**config.mk**
```make
export PLATFORM = sky130hd
export DESIGN_NAME = ram_burst_port_ctrl_flat
export DESIGN_NICKNAME = d
export VERILOG_FILES = /design/src/rtl/ram_pkg.sv /design/src/rtl/ram_burst_port_ctrl_if.sv /design/src/rtl/ram_rsp_fifo.sv /design/src/rtl/ram_burst_port_ctrl.sv /design/src/flat_wrapper.sv
export SDC_FILE = /design/constraint.sdc
export NUM_CORES = 1
export LEC_CHECK = 0
export CAP_MARGIN = 5
export CORE_UTILIZATION = 54
export DETAILED_ROUTE_END_ITERATION = 10
export GPL_ROUTABILITY_DRIVEN = 0
export PLACE_DENSITY = 0.86
export SKIP_CTS_REPAIR_TIMING = 1
export SLEW_MARGIN = 20
export SYNTH_ARGS = -nofsm -noshare
export SYNTH_HDL_FRONTEND = slang
export SYNTH_SLANG_ARGS = --single-unit
```
**constraint.sdc**
```tcl
create_clock -name clk -period 5.45 [get_ports clk]
set_input_delay 1.09 -clock clk [delete_from_list [all_inputs] [get_ports clk]]
set_output_delay 1.09 -clock clk [all_outputs]
set_load 0.1 [all_outputs]
```
**src/rtl/ram_pkg.sv**
```systemverilog
// Shared types and default sizing for the RAM burst port controller.
package ram_pkg;

  // Controller FSM states: idle, streaming a write burst, or issuing a read burst.
  typedef enum logic [1:0] {
    IDLE  = 2'd0,
    WRITE = 2'd1,
    READ  = 2'd2
  } ctrl_state_e;

  localparam int DEF_ADDR      = 10;
  localparam int DEF_WIDTH     = 16;
  localparam int DEF_LEN_W     = 8;
  localparam int DEF_RSP_DEPTH = 4;

endpackage

```
**src/rtl/ram_burst_port_ctrl_if.sv**
```systemverilog
// Engine-side and RAM-side signals of one RAM burst port controller.
// master = engine plus RAM macro (the environment), slave = the controller.
interface ram_burst_port_ctrl_if #(
  parameter int ADDR  = ram_pkg::DEF_ADDR,
  parameter int WIDTH = ram_pkg::DEF_WIDTH,
  parameter int LEN_W = ram_pkg::DEF_LEN_W
);
  logic             cmd_valid;
  logic             cmd_ready;
  logic             cmd_we;
  logic [ADDR-1:0]  cmd_addr;
  logic [LEN_W-1:0] cmd_len;
  logic             wd_valid;
  logic             wd_ready;
  logic [WIDTH-1:0] wd_data;
  logic             rd_valid;
  logic             rd_ready;
  logic [WIDTH-1:0] rd_data;
  logic             rd_last;
  logic             busy;
  logic             ram_en;
  logic             ram_we;
  logic [ADDR-1:0]  ram_addr;
  logic [WIDTH-1:0] ram_din;
  logic [WIDTH-1:0] ram_dout;

  modport master (
    output cmd_valid, cmd_we, cmd_addr, cmd_len, wd_valid, wd_data, rd_ready, ram_dout,
    input  cmd_ready, wd_ready, rd_valid, rd_data, rd_last, busy,
           ram_en, ram_we, ram_addr, ram_din
  );

  modport slave (
    input  cmd_valid, cmd_we, cmd_addr, cmd_len, wd_valid, wd_data, rd_ready, ram_dout,
    output cmd_ready, wd_ready, rd_valid, rd_data, rd_last, busy,
           ram_en, ram_we, ram_addr, ram_din
  );
endinterface

```
**src/rtl/ram_rsp_fifo.sv**
```systemverilog
// Read response FIFO with empty-bypass: a push into an empty FIFO is visible
// at the output in the same cycle, and is only stored if not popped at once.
module ram_rsp_fifo #(
  parameter int W     = 17,
  parameter int DEPTH = 4
) (
  input  logic                     clk,
  input  logic                     rst,
  input  logic                     push,
  input  logic [W-1:0]             push_data,
  input  logic                     pop,
  output logic                     out_valid,
  output logic [W-1:0]             out_data,
  output logic [$clog2(DEPTH):0]   count
);
  localparam int PW = $clog2(DEPTH);
  localparam int CW = PW + 1;

  logic [W-1:0]  mem [DEPTH];
  logic [PW-1:0] wr_ptr;
  logic [PW-1:0] rd_ptr;
  logic          empty;
  logic          store;
  logic          take;

  assign empty     = (count == '0);
  assign out_valid = !empty || push;
  assign out_data  = empty ? push_data : mem[rd_ptr];
  // A bypassed beat consumed in its arrival cycle never enters storage.
  assign store     = push && !(empty && pop);
  assign take      = pop && !empty;

  // Pointer and occupancy bookkeeping; push and pop together keep count steady.
  always_ff @(posedge clk) begin
    // NOTE: sequential state uses non-blocking assignments so every register
    // samples the pre-edge value of its inputs regardless of statement order.
    if (rst) begin
      wr_ptr <= '0;
      rd_ptr <= '0;
      count  <= '0;
    end else begin
      if (store) wr_ptr <= wr_ptr + 1'b1;
      if (take)  rd_ptr <= rd_ptr + 1'b1;
      count <= count + CW'(store) - CW'(take);
    end
  end

  // Storage array write.
  always_ff @(posedge clk) begin
    // NOTE: the array is not reset; emptiness is tracked by count, so stale
    // contents are never observed and the array can map onto plain RAM cells.
    if (store) mem[wr_ptr] <= push_data;
  end

endmodule

```
**src/rtl/ram_burst_port_ctrl.sv**
```systemverilog
// Burst controller for one port of a dual-port RAM: turns burst commands and a
// write-data stream into per-beat RAM strobes, and returns read data through a
// credit-managed response FIFO so backpressure never loses a 1-cycle-latency beat.
module ram_burst_port_ctrl
  import ram_pkg::*;
#(
  parameter int ADDR      = DEF_ADDR,
  parameter int WIDTH     = DEF_WIDTH,
  parameter int LEN_W     = DEF_LEN_W,
  parameter int RSP_DEPTH = DEF_RSP_DEPTH
) (
  input  logic                  clk,
  input  logic                  rst,
  ram_burst_port_ctrl_if.slave  bus
);
  localparam int CW = $clog2(RSP_DEPTH) + 1;

  ctrl_state_e      state;
  logic [ADDR-1:0]  cur_addr;
  logic [LEN_W-1:0] remaining;
  logic             inflight;
  logic             inflight_last;

  logic [CW-1:0]    fifo_count;
  logic [CW:0]      used;
  logic             credit_ok;
  logic             cmd_fire;
  logic             wr_beat;
  logic             rd_issue;
  logic             last_beat;
  logic             fifo_valid;
  logic [WIDTH:0]   fifo_out;

  assign bus.cmd_ready = (state == IDLE) && !rst;
  assign bus.wd_ready  = (state == WRITE) && !rst;
  assign cmd_fire      = bus.cmd_valid && bus.cmd_ready;
  assign last_beat     = (remaining == '0);

  // Queued plus in-flight beats must leave room for the beat about to be issued.
  assign used      = {1'b0, fifo_count} + (CW + 1)'(inflight);
  assign credit_ok = used < (CW + 1)'(RSP_DEPTH);

  // Decide whether this cycle carries a write beat or a read issue.
  always_comb begin
    // NOTE: defaults first so every path assigns both signals and no latch is inferred.
    wr_beat  = 1'b0;
    rd_issue = 1'b0;
    if (!rst) begin
      unique case (state)
        WRITE:   wr_beat  = bus.wd_valid;
        READ:    rd_issue = credit_ok;
        default: ;
      endcase
    end
  end

  assign bus.ram_en   = wr_beat || rd_issue;
  assign bus.ram_we   = wr_beat;
  assign bus.ram_addr = cur_addr;
  assign bus.ram_din  = bus.wd_data;

  // Burst FSM with address/beat counters and the read in-flight flag.
  always_ff @(posedge clk) begin
    if (rst) begin
      state         <= IDLE;
      cur_addr      <= '0;
      remaining     <= '0;
      inflight      <= 1'b0;
      inflight_last <= 1'b0;
    end else begin
      inflight      <= rd_issue;
      inflight_last <= rd_issue && last_beat;
      unique case (state)
        IDLE: begin
          if (cmd_fire) begin
            cur_addr  <= bus.cmd_addr;
            remaining <= bus.cmd_len;
            state     <= bus.cmd_we ? WRITE : READ;
          end
        end
        WRITE, READ: begin
          if (wr_beat || rd_issue) begin
            cur_addr  <= cur_addr + 1'b1;
            remaining <= remaining - 1'b1;
            if (last_beat) state <= IDLE;
          end
        end
        default: state <= IDLE;
      endcase
    end
  end

  ram_rsp_fifo #(
    .W     (WIDTH + 1),
    .DEPTH (RSP_DEPTH)
  ) u_rsp_fifo (
    .clk       (clk),
    .rst       (rst),
    .push      (inflight),
    .push_data ({inflight_last, bus.ram_dout}),
    .pop       (bus.rd_valid && bus.rd_ready),
    .out_valid (fifo_valid),
    .out_data  (fifo_out),
    .count     (fifo_count)
  );

  assign bus.rd_valid = fifo_valid;
  assign bus.rd_data  = fifo_out[WIDTH-1:0];
  assign bus.rd_last  = fifo_valid && fifo_out[WIDTH];
  assign bus.busy     = (state != IDLE) || inflight || (fifo_count != '0);

endmodule

```
**src/flat_wrapper.sv**
```systemverilog
// flat-port wrapper written by rule: the top's interface ports become plain ports
module ram_burst_port_ctrl_flat import ram_pkg::*;
#(
  parameter int ADDR      = DEF_ADDR,
  parameter int WIDTH     = DEF_WIDTH,
  parameter int LEN_W     = DEF_LEN_W,
  parameter int RSP_DEPTH = DEF_RSP_DEPTH
)
  (clk, rst, bus_cmd_valid, bus_cmd_we, bus_cmd_addr, bus_cmd_len, bus_wd_valid, bus_wd_data, bus_rd_ready, bus_ram_dout, bus_cmd_ready, bus_wd_ready, bus_rd_valid, bus_rd_data, bus_rd_last, bus_busy, bus_ram_en, bus_ram_we, bus_ram_addr, bus_ram_din);
  ram_burst_port_ctrl_if #(.ADDR(ADDR), .WIDTH(WIDTH), .LEN_W(LEN_W)) bus_i ();
  input  logic clk;
  input  logic rst;
  input wire logic [$bits(bus_i.cmd_valid)-1:0] bus_cmd_valid;
  input wire logic [$bits(bus_i.cmd_we)-1:0] bus_cmd_we;
  input wire logic [$bits(bus_i.cmd_addr)-1:0] bus_cmd_addr;
  input wire logic [$bits(bus_i.cmd_len)-1:0] bus_cmd_len;
  input wire logic [$bits(bus_i.wd_valid)-1:0] bus_wd_valid;
  input wire logic [$bits(bus_i.wd_data)-1:0] bus_wd_data;
  input wire logic [$bits(bus_i.rd_ready)-1:0] bus_rd_ready;
  input wire logic [$bits(bus_i.ram_dout)-1:0] bus_ram_dout;
  output wire logic [$bits(bus_i.cmd_ready)-1:0] bus_cmd_ready;
  output wire logic [$bits(bus_i.wd_ready)-1:0] bus_wd_ready;
  output wire logic [$bits(bus_i.rd_valid)-1:0] bus_rd_valid;
  output wire logic [$bits(bus_i.rd_data)-1:0] bus_rd_data;
  output wire logic [$bits(bus_i.rd_last)-1:0] bus_rd_last;
  output wire logic [$bits(bus_i.busy)-1:0] bus_busy;
  output wire logic [$bits(bus_i.ram_en)-1:0] bus_ram_en;
  output wire logic [$bits(bus_i.ram_we)-1:0] bus_ram_we;
  output wire logic [$bits(bus_i.ram_addr)-1:0] bus_ram_addr;
  output wire logic [$bits(bus_i.ram_din)-1:0] bus_ram_din;
  assign bus_i.cmd_valid = bus_cmd_valid;
  assign bus_i.cmd_we = bus_cmd_we;
  assign bus_i.cmd_addr = bus_cmd_addr;
  assign bus_i.cmd_len = bus_cmd_len;
  assign bus_i.wd_valid = bus_wd_valid;
  assign bus_i.wd_data = bus_wd_data;
  assign bus_i.rd_ready = bus_rd_ready;
  assign bus_i.ram_dout = bus_ram_dout;
  assign bus_cmd_ready = bus_i.cmd_ready;
  assign bus_wd_ready = bus_i.wd_ready;
  assign bus_rd_valid = bus_i.rd_valid;
  assign bus_rd_data = bus_i.rd_data;
  assign bus_rd_last = bus_i.rd_last;
  assign bus_busy = bus_i.busy;
  assign bus_ram_en = bus_i.ram_en;
  assign bus_ram_we = bus_i.ram_we;
  assign bus_ram_addr = bus_i.ram_addr;
  assign bus_ram_din = bus_i.ram_din;
  ram_burst_port_ctrl #(.ADDR(ADDR), .WIDTH(WIDTH), .LEN_W(LEN_W), .RSP_DEPTH(RSP_DEPTH)) u_core (.clk(clk), .rst(rst), .bus(bus_i));
endmodule
```
# Word level (Yosys, flattened, before mapping)
# Memories as Yosys holds them, arrays and structs flattened. A register that Yosys moved wholly into a read port is not among the register bits.
# Cells that the tools add are included.
dict set report totals {
  ff_bits 29
  latch_bits 0
  mem_bits_rw 68
  romBits 0
  input_bits 56
  output_inout_bits 49
  word_cells 67
  memories 1
}
dict set report classes {
  addsub 7
  multipliers 0
  n_div 0
  magnitude_cmp 1
  eq_ne 5
  n_shift 0
  n_mux 20
  n_bitwise 0
  reduce_logical 25
}
# memory depth width read_ports rd_ports_with_merged_regs write_ports line
set mem_list {}
lappend mem_list {u_core.u_rsp_fifo.mem 4 17 1 1 1 ram_rsp_fifo.sv:19} ;# logic [W-1:0] mem [DEPTH];
# operator count
set ops {}
lappend ops {{$mux W10} 2}
lappend ops {{$pmux W10 S2} 1}
lappend ops {{$mux W17} 1}
lappend ops {{$mux W8} 2}
lappend ops {{$pmux W8 S2} 1}
lappend ops {{$mux W2} 6}
lappend ops {{$add A10 B1 Y10 const B} 1}
lappend ops {{$logic_and A1 B1 Y1} 9}
lappend ops {{$logic_not A8 Y1} 1}
lappend ops {{$sub A8 B1 Y8 const B} 1}
lappend ops {{$mux W1} 6}
lappend ops {{$reduce_and A3 Y1} 2}
lappend ops {{$add A2 B1 Y2 const B} 2}
lappend ops {{$add A3 B1 Y4} 1}
lappend ops {{$logic_or A1 B1 Y1} 4}
lappend ops {{$lt A4 B3 Y1 const B} 1}
lappend ops {{$ne A2 B1 Y1 const B} 2}
lappend ops {{$pmux W2 S2} 1}
lappend ops {{$reduce_bool A2 Y1} 2}
lappend ops {{$add A3 B1 Y3} 1}
lappend ops {{$logic_not A1 Y1} 3}
lappend ops {{$logic_not A3 Y1} 1}
lappend ops {{$reduce_bool A3 Y1} 1}
lappend ops {{$sub A3 B1 Y3} 1}
lappend ops {{other kinds (5)} 5}

# Logic depth before layout (Yosys ltp)
# Gate-level depths: netlist of the first run.
dict set report depth {
  ltp_word 9
  ltp_mapped 10
}

# Modules after synthesis
# From an unflattened synthesis of the first run, not the netlist that was laid out.
dict set report unflattened {
  hier_cells 364
  area_unflattened_um2 4911.0
}
# module instances cells_each area_per_inst_um2 seq_area_each_um2
set by_module_without_submodules {}
lappend by_module_without_submodules {ram_rsp_fifo 1 156 3160.5 2222.1}
lappend by_module_without_submodules {ram_burst_port_ctrl 1 208 1750.4 440.4}

# Least setup slack after synthesis of the first run
# Ideal clock, no wire load.
dict set report synth_timing {
  path_kind {in2out}
  from {input port rst}
  to {output port bus_ram_en}
  arrival_ps 3771
  required_time_ps 4360
  path_slack_ps 589
  path_stages 3
  path_buffers 0
  cell_sequence {nor2b_1 > nand2_1 > nand2_1}
}
dict set report synth_via {
  elab_chain_len 2
  word_cells_on_any_way 3
}
# element line
set synth_lines {}
lappend synth_lines {{start: declaration} flat_wrapper.sv:12} ;# input logic rst;
lappend synth_lines {{$mux W1} ram_burst_port_ctrl.sv:48} ;# if (!rst) begin
lappend synth_lines {{$logic_or A1 B1 Y1 (*)} ram_burst_port_ctrl.sv:57} ;# assign bus.ram_en = wr_beat || rd_issue;
lappend synth_lines {{end: declaration} flat_wrapper.sv:27} ;# output wire logic [$bits(bus_i.ram_en)-1:0] bus_ram_en;
# Mark *: on every way between the ends. The rest lies on a longest branch, timed or not.

==> flow_metrics.tcl, run 1 <==
set metrics [dict create \
    core_sq_mm 0.00830 \
    comb_power_share_pct 51.7 \
    r2r_cells 6 \
    synth.avg_cell_area_sq_um 13.2 \
    critPathKind "reg2out" \
    multi_input_area_sq_mm 0.00175 \
    rsz0062_at_grt "false" \
    synthAdderAreaFrac_pct 4.18 \
    final_cell_mix "clkdlybuf4s50_1 (68), edfxtp_1 (68), dfxtp_1 (31), nand2_1 (24), a21oi_1 (22)" \
    min-delay-start "u_core.remaining[7]$_SDFFE_PP0P_" \
    setup_tns_ns 0 \
    cts_tree "yes" \
    intPower_w 0.00158 \
    utilization_pct 67.2 \
    routed_wl_um 9010 \
    synth_xor_area_share_pct 0.750 \
    rows 33 \
    cts_made_buffers 9 \
    cts_root_buf "clkbuf_8" \
    cts.path.max_buffers 2 \
    reg2reg_from "u_core.state[0]$_SDFFE_PP0P_" \
    regArea_sq_mm 0.00266 \
    ys_ff_latch 99 \
    instances_no_fill 518 \
    dieArea_sq_mm 0.00903 \
    path_clk_slew_ns 0.09 \
    powerDensity_mw_per_mm2 535 \
    htreeDepth 3 \
    yosys.area_share.simple_pct 8.46 \
    antenna_cells 0 \
    area_growth_pct 19.3 \
    ys_types 51 \
    maxCapViolCount 0 \
    setup_viol 0 \
    final_net_count 479 \
    synth_edf_count 68 \
    status "complete, no violations" \
    holdWs_ns 0.482 \
    layout-drive-gt1-share_pct 17.7 \
    peakVddDrop_uv 308 \
    required_ns 4.36 \
    drcViolationCount 0 \
    post_drt_wl_per_cell_um 17.4 \
    slew-limit-headroom_pct 30.8 \
    first_iter_violations 150 \
    cp.arrival_ns 2.98 \
    synth_warnings 0 \
    fin_crit_sh_pct 74.6 \
    finalHoldViolations 0 \
    clock_sinks 99 \
    max_freq_mhz 246 \
    synthMuxAreaShare_pct 12.5 \
    grt_pass1_wl_um 14100 \
    synth_ff_type "edfxtp_1" \
    io_pins 105 \
    die_x_um 95.0 \
    num-fill-cells 589 \
    hold_path.class "reg2reg" \
    critPathMaxFanout 17 \
    dp.cells 502 \
    syn_inst 354 \
    drt.antenna.violating_nets 0 \
    synth_area_sq_mm 0.00467 \
    cp-end-kind "primary output" \
    async_flop_share_pct 0 \
    grt_pass1_vias 2914 \
    vias 2987 \
    first_pass_iters 4 \
    reg2reg_to "u_core.bus.ram_addr[6]$_SDFFE_PP0P_" \
    crit_end "bus_rd_last" \
    min_delay_path_depth 2 \
    via_per_inst 5.77 \
    syn_nets 425 \
    grt-ovfl-total 0 \
    antenna_found_initial 0 \
    die-height_um 95.0 \
    p_seq_share_pct 30.5 \
    worst_pin_slew_ns 1.04 \
    initial_core_util_pct 56.3 \
    netSwitchingPower_w 0.00140 \
    final_max_slew_viol_count 0 \
    hpwl_um 6030 \
    p_leak_nw 1.88 \
    io_buffer_count 72 \
    fin_crit_ns 4.07 \
    switching_share_pct 47.0 \
    start_kind "flip-flop" \
    reg2reg_setup_slack_ns 2.20 \
    pwr-share-clk_pct 17.8 \
    grtUsageTotal_pct 21.0 \
    ys_seq_area_share_pct 57.0 \
    insertion_delay_ns 0.36 \
    synth_compound_area_share_pct 11.4 \
    p_total_w 0.00298 \
    skew_ns 0.0122 \
    grt_max_degree 34 \
    synth_top_family_by_area "multiplexers" \
]
critical path, stage by stage, from the launching register on:
cell and delay, ns:
dfxtp_1 0.89, mux4_2 0.36, inv_1 0.05, o21ai_0 0.15
clkdlybuf4s50_1 1.16
Yosys cell counts (all sizes together), types with 8 or more instances:
cell | count | area, sq um
edfxtp | 68 | 2040
dfxtp | 31 | 621
a21oi | 26 | 145
buf | 24 | 170
nand2 | 24 | 90.1
nor2 | 20 | 75.1
mux4 | 17 | 383
inv | 16 | 60.1
mux2 | 16 | 180
ha | 14 | 175
o21ai | 14 | 77.6
nor3 | 9 | 45.0
clkbuf | 8 | 30.0
o32ai | 8 | 100
per-layer routing:
| layer | part of all wire, % | track usage (%) | up-vias |
|---|---|---|---|
| met4 | 0.94 | 8.71 | 0 |
| met1 | 42 | 25.6 | 1454 |
| li1 | - | - | 1417 |
| met5 | 0 | 0 | - |
| met3 | 5.9 | 3.75 | 11 |
| met2 | 51 | 36.8 | 105 |
kinds of logic (layout without fill, tap and decap cells):
family,after synthesis,count (layout)
AND/OR/NAND/NOR,83,83
adder cells (fa/ha/maj),15,15
flip-flops,99,99
AO/OA/AOI/OAI,68,68
buffers and inverters,50,109
multiplexers,35,35
XOR/XNOR,4,4
worst min path at each step:
| stage | endpoint | slack, ns |
|---|---|---|
| detailed placement | u_core.remaining[7]$_SDFFE_PP0P_ | 0.47 |
| finish | u_core.remaining[7]$_SDFFE_PP0P_ | 0.48 |
| floorplan | u_core.remaining[7]$_SDFFE_PP0P_ | 0.45 |
| global route | u_core.remaining[7]$_SDFFE_PP0P_ | 0.51 |
| global placement | u_core.remaining[7]$_SDFFE_PP0P_ | 0.47 |
| CTS | u_core.remaining[7]$_SDFFE_PP0P_ | 0.48 |
layout make-up:
class / count / area share (%)
sequential: 99 / 47.8
timing repair buffer: 75 / 13.2
tap: 105 / 2.36
clock inverter: 7 / 1.93
inverter: 18 / 1.21
clock buffer: 9 / 2.22
multi-input combinational: 205 / 31.4
through the flow:
| step | area (sq um) | setup WS, ns |
|---|---|---|
| detailed placement | 5340 | 1.39 |
| CTS | 5570 | 1.36 |
| floorplan | 4670 | 0.589 |
| global placement | 5340 | 1.44 |
| finish | 5570 | 1.38 |
| global route | 5570 | 1.27 |
power groups by stage:
stage | Combinational, W | Clock [W] | Sequential (W)
after global routing | 0.00162 | 0.000564 | 0.000916
final | 0.00154 | 0.000531 | 0.000908
after floorplan | 0.00123 | 0 | 0.000977
after CTS | 0.00155 | 0.000539 | 0.000908
after global placement | 0.00153 | 0 | 0.000921
after detailed placement | 0.00155 | 0 | 0.000925
flip-flops by register name, indices dropped and copies added (netlist names), named ones only:
name and cells:
u_core.u_rsp_fifo.mem 68, u_core.bus.ram_addr 10, u_core.remaining 8, u_core.u_rsp_fifo.count 3, u_core.state 2, u_core.u_rsp_fifo.rd_ptr 2, u_core.u_rsp_fifo.wr_ptr 2, u_core.inflight 1
u_core.inflight_last 1
Note: power is estimated with default switching activity, not from simulation.
==> inputs of run 2 (changes only) <==
CORE_UTILIZATION = 51   (was 54)
PLACE_DENSITY = 0.82   (was 0.86)
clock period = 4.2 ns   (was 5.45 ns; I/O delays follow)
==> flow_metrics.tcl, run 2 (same netlist as run 1, synthesis figures left out) <==
set metrics [dict create \
    status "finished, violations left" \
    violations "design-rule violations" \
    reg2reg_setup_slack_ns 1.60 \
    reg2reg_to "u_core.bus.ram_addr[6]$_SDFFE_PP0P_" \
    io_pins 105 \
    area_growth_pct 19.3 \
    powerDensity_mw_per_mm2 682 \
    cts_root_buf "clkbuf_8" \
    p_seq_share_pct 31.0 \
    cts_tree "yes" \
    cp.arrival_ns 2.45 \
    grtUsageTotal_pct 19.8 \
    final_max_slew_viol_count 0 \
    fin_crit_sh_pct 78.3 \
    critPathMaxFanout 32 \
    die_x_um 97.7 \
    hold_path.class "reg2reg" \
    layout_commonest_cell "edfxtp_1" \
    htreeDepth 3 \
    reg2reg_from "u_core.state[0]$_SDFFE_PP0P_" \
    initial_core_util_pct 53.1 \
    hpwl_um 5990 \
    grt_max_degree 33 \
    clock_sinks 99 \
    dpl-instance-area_sq_mm 0.00536 \
    max_freq_mhz 304 \
    min_delay_path_depth 2 \
    drcViolationCount 18 \
    final_net_count 480 \
    rows 34 \
    r2r_cells 7 \
    rsz0062_at_grt "false" \
    path_clk_slew_ns 0.10 \
    skew_ns 0.0140 \
    die-height_um 97.7 \
    slew-limit-headroom_pct 35.0 \
    via_per_inst 5.74 \
    setup_tns_ns 0 \
    core_sq_mm 0.00881 \
    num-fill-cells 655 \
    min-delay-start "u_core.remaining[7]$_SDFFE_PP0P_" \
    vias 2998 \
    post_drt_wl_per_cell_um 17.4 \
    grt_pass1_vias 2991 \
    stdcell_area_sq_mm 0.00558 \
    min_to "u_core.remaining[7]$_SDFFE_PP0P_" \
    first_pass_iters 9 \
    grt-ovfl-total 0 \
    first_iter_violations 129 \
    drt.antenna.violating_nets 0 \
    antenna_found_initial 0 \
    largest_register_ffs 68 \
    cts_made_buffers 9 \
    required_ns 3.36 \
    top_register "u_core.u_rsp_fifo.mem" \
    finalHoldViolations 0 \
    fin_crit_ns 3.29 \
    antenna_cells 0 \
    final_cell_mix "edfxtp_1 (68), clkdlybuf4s50_1 (51), dfxtp_1 (31), nand2_1 (24), a21oi_1 (22)" \
    dieArea_sq_mm 0.00955 \
    setup_viol 0 \
    insertion_delay_ns 0.36 \
    switching_share_pct 48.2 \
    cts.path.max_buffers 2 \
    cp-end-kind "primary output" \
    p_leak_nw 1.91 \
    peakVddDrop_uv 370 \
    layout-drive-gt1-share_pct 22.2 \
    comb_power_share_pct 52.0 \
    critPathKind "in2out" \
    intPower_w 0.00197 \
    worst_pin_slew_ns 0.973 \
    routed_wl_um 9080 \
    io_buffer_count 72 \
    start_kind "input pin" \
    netSwitchingPower_w 0.00183 \
    grt_pass1_wl_um 14900 \
    pwr-share-clk_pct 17.0 \
    maxCapViolCount 0 \
]
-- run 2: cell types whose count changed in the layout (fill, tap and decap cells not counted), sizes merged --
cell,delta
buf,+18
clkdlybuf4s50,-17
inv,+3
bufinv,-1
clkinv,-1
clkinvlp,-1
-- run 2: worst max path at each step --
stage | endpoint | start | depth (start not counted)
2_1_floorplan | bus_rd_last | flip-flop | 5
3_3_place_gp | bus_ram_en | rst | 6
3_5_place_dp | bus_ram_en | rst | 6
4_1_cts | bus_ram_en | rst | 6
5_1_grt | bus_ram_en | rst | 6
6_report | bus_ram_en | rst | 6
-- run 2: per-stage QoR --
step           hold WS (ns)  instances  worst slack (ns)  util, %  power (W)
6_report              0.515        522             0.912     63.3    0.00380
5_1_grt               0.549        522             0.797     63.3    0.00395
4_1_cts               0.503        522             0.919     63.3    0.00382
3_5_place_dp          0.489        506             0.934     60.9    0.00318
3_3_place_gp          0.469        506             0.934     60.9    0.00316
2_1_floorplan         0.454        354            0.0611        -    0.00286
-- run 2: power groups by stage --
stage / Clock (W) / Sequential [W] / Combinational [W]
floorplan: 0 / 0.00127 / 0.00160
CTS: 0.000654 / 0.00118 / 0.00199
global placement: 0 / 0.00119 / 0.00197
detailed placement: 0 / 0.00120 / 0.00198
finish: 0.000648 / 0.00118 / 0.00198
global route: 0.000692 / 0.00119 / 0.00207
-- run 2: layout make-up --
type | count | area, sq um | area share [%]
inverter | 18 | 67.6 | 1.21
tap | 108 | 135 | 2.42
multi-input combinational | 205 | 1750 | 31.4
clock inverter | 7 | 87.6 | 1.57
sequential | 99 | 2660 | 47.8
timing repair buffer | 76 | 748 | 13.4
clock buffer | 9 | 124 | 2.22
-- run 2: critical path, cell delays in order --
cell	delay, ns
clkdlybuf4s50_1	0.48
buf_4	0.36
nor2b_2	0.12
nand2_1	0.27
nand2_1	0.17
buf_12	0.20
-- run 2: metal layers --
layer  vias to the layer above  track usage, %  wire (um)
met5                         -               0          0
met4                         0            7.93        165
met3                        24            3.88        513
met2                       101            32.6       4300
met1                      1448            26.0       4110
li1                       1425               -          -
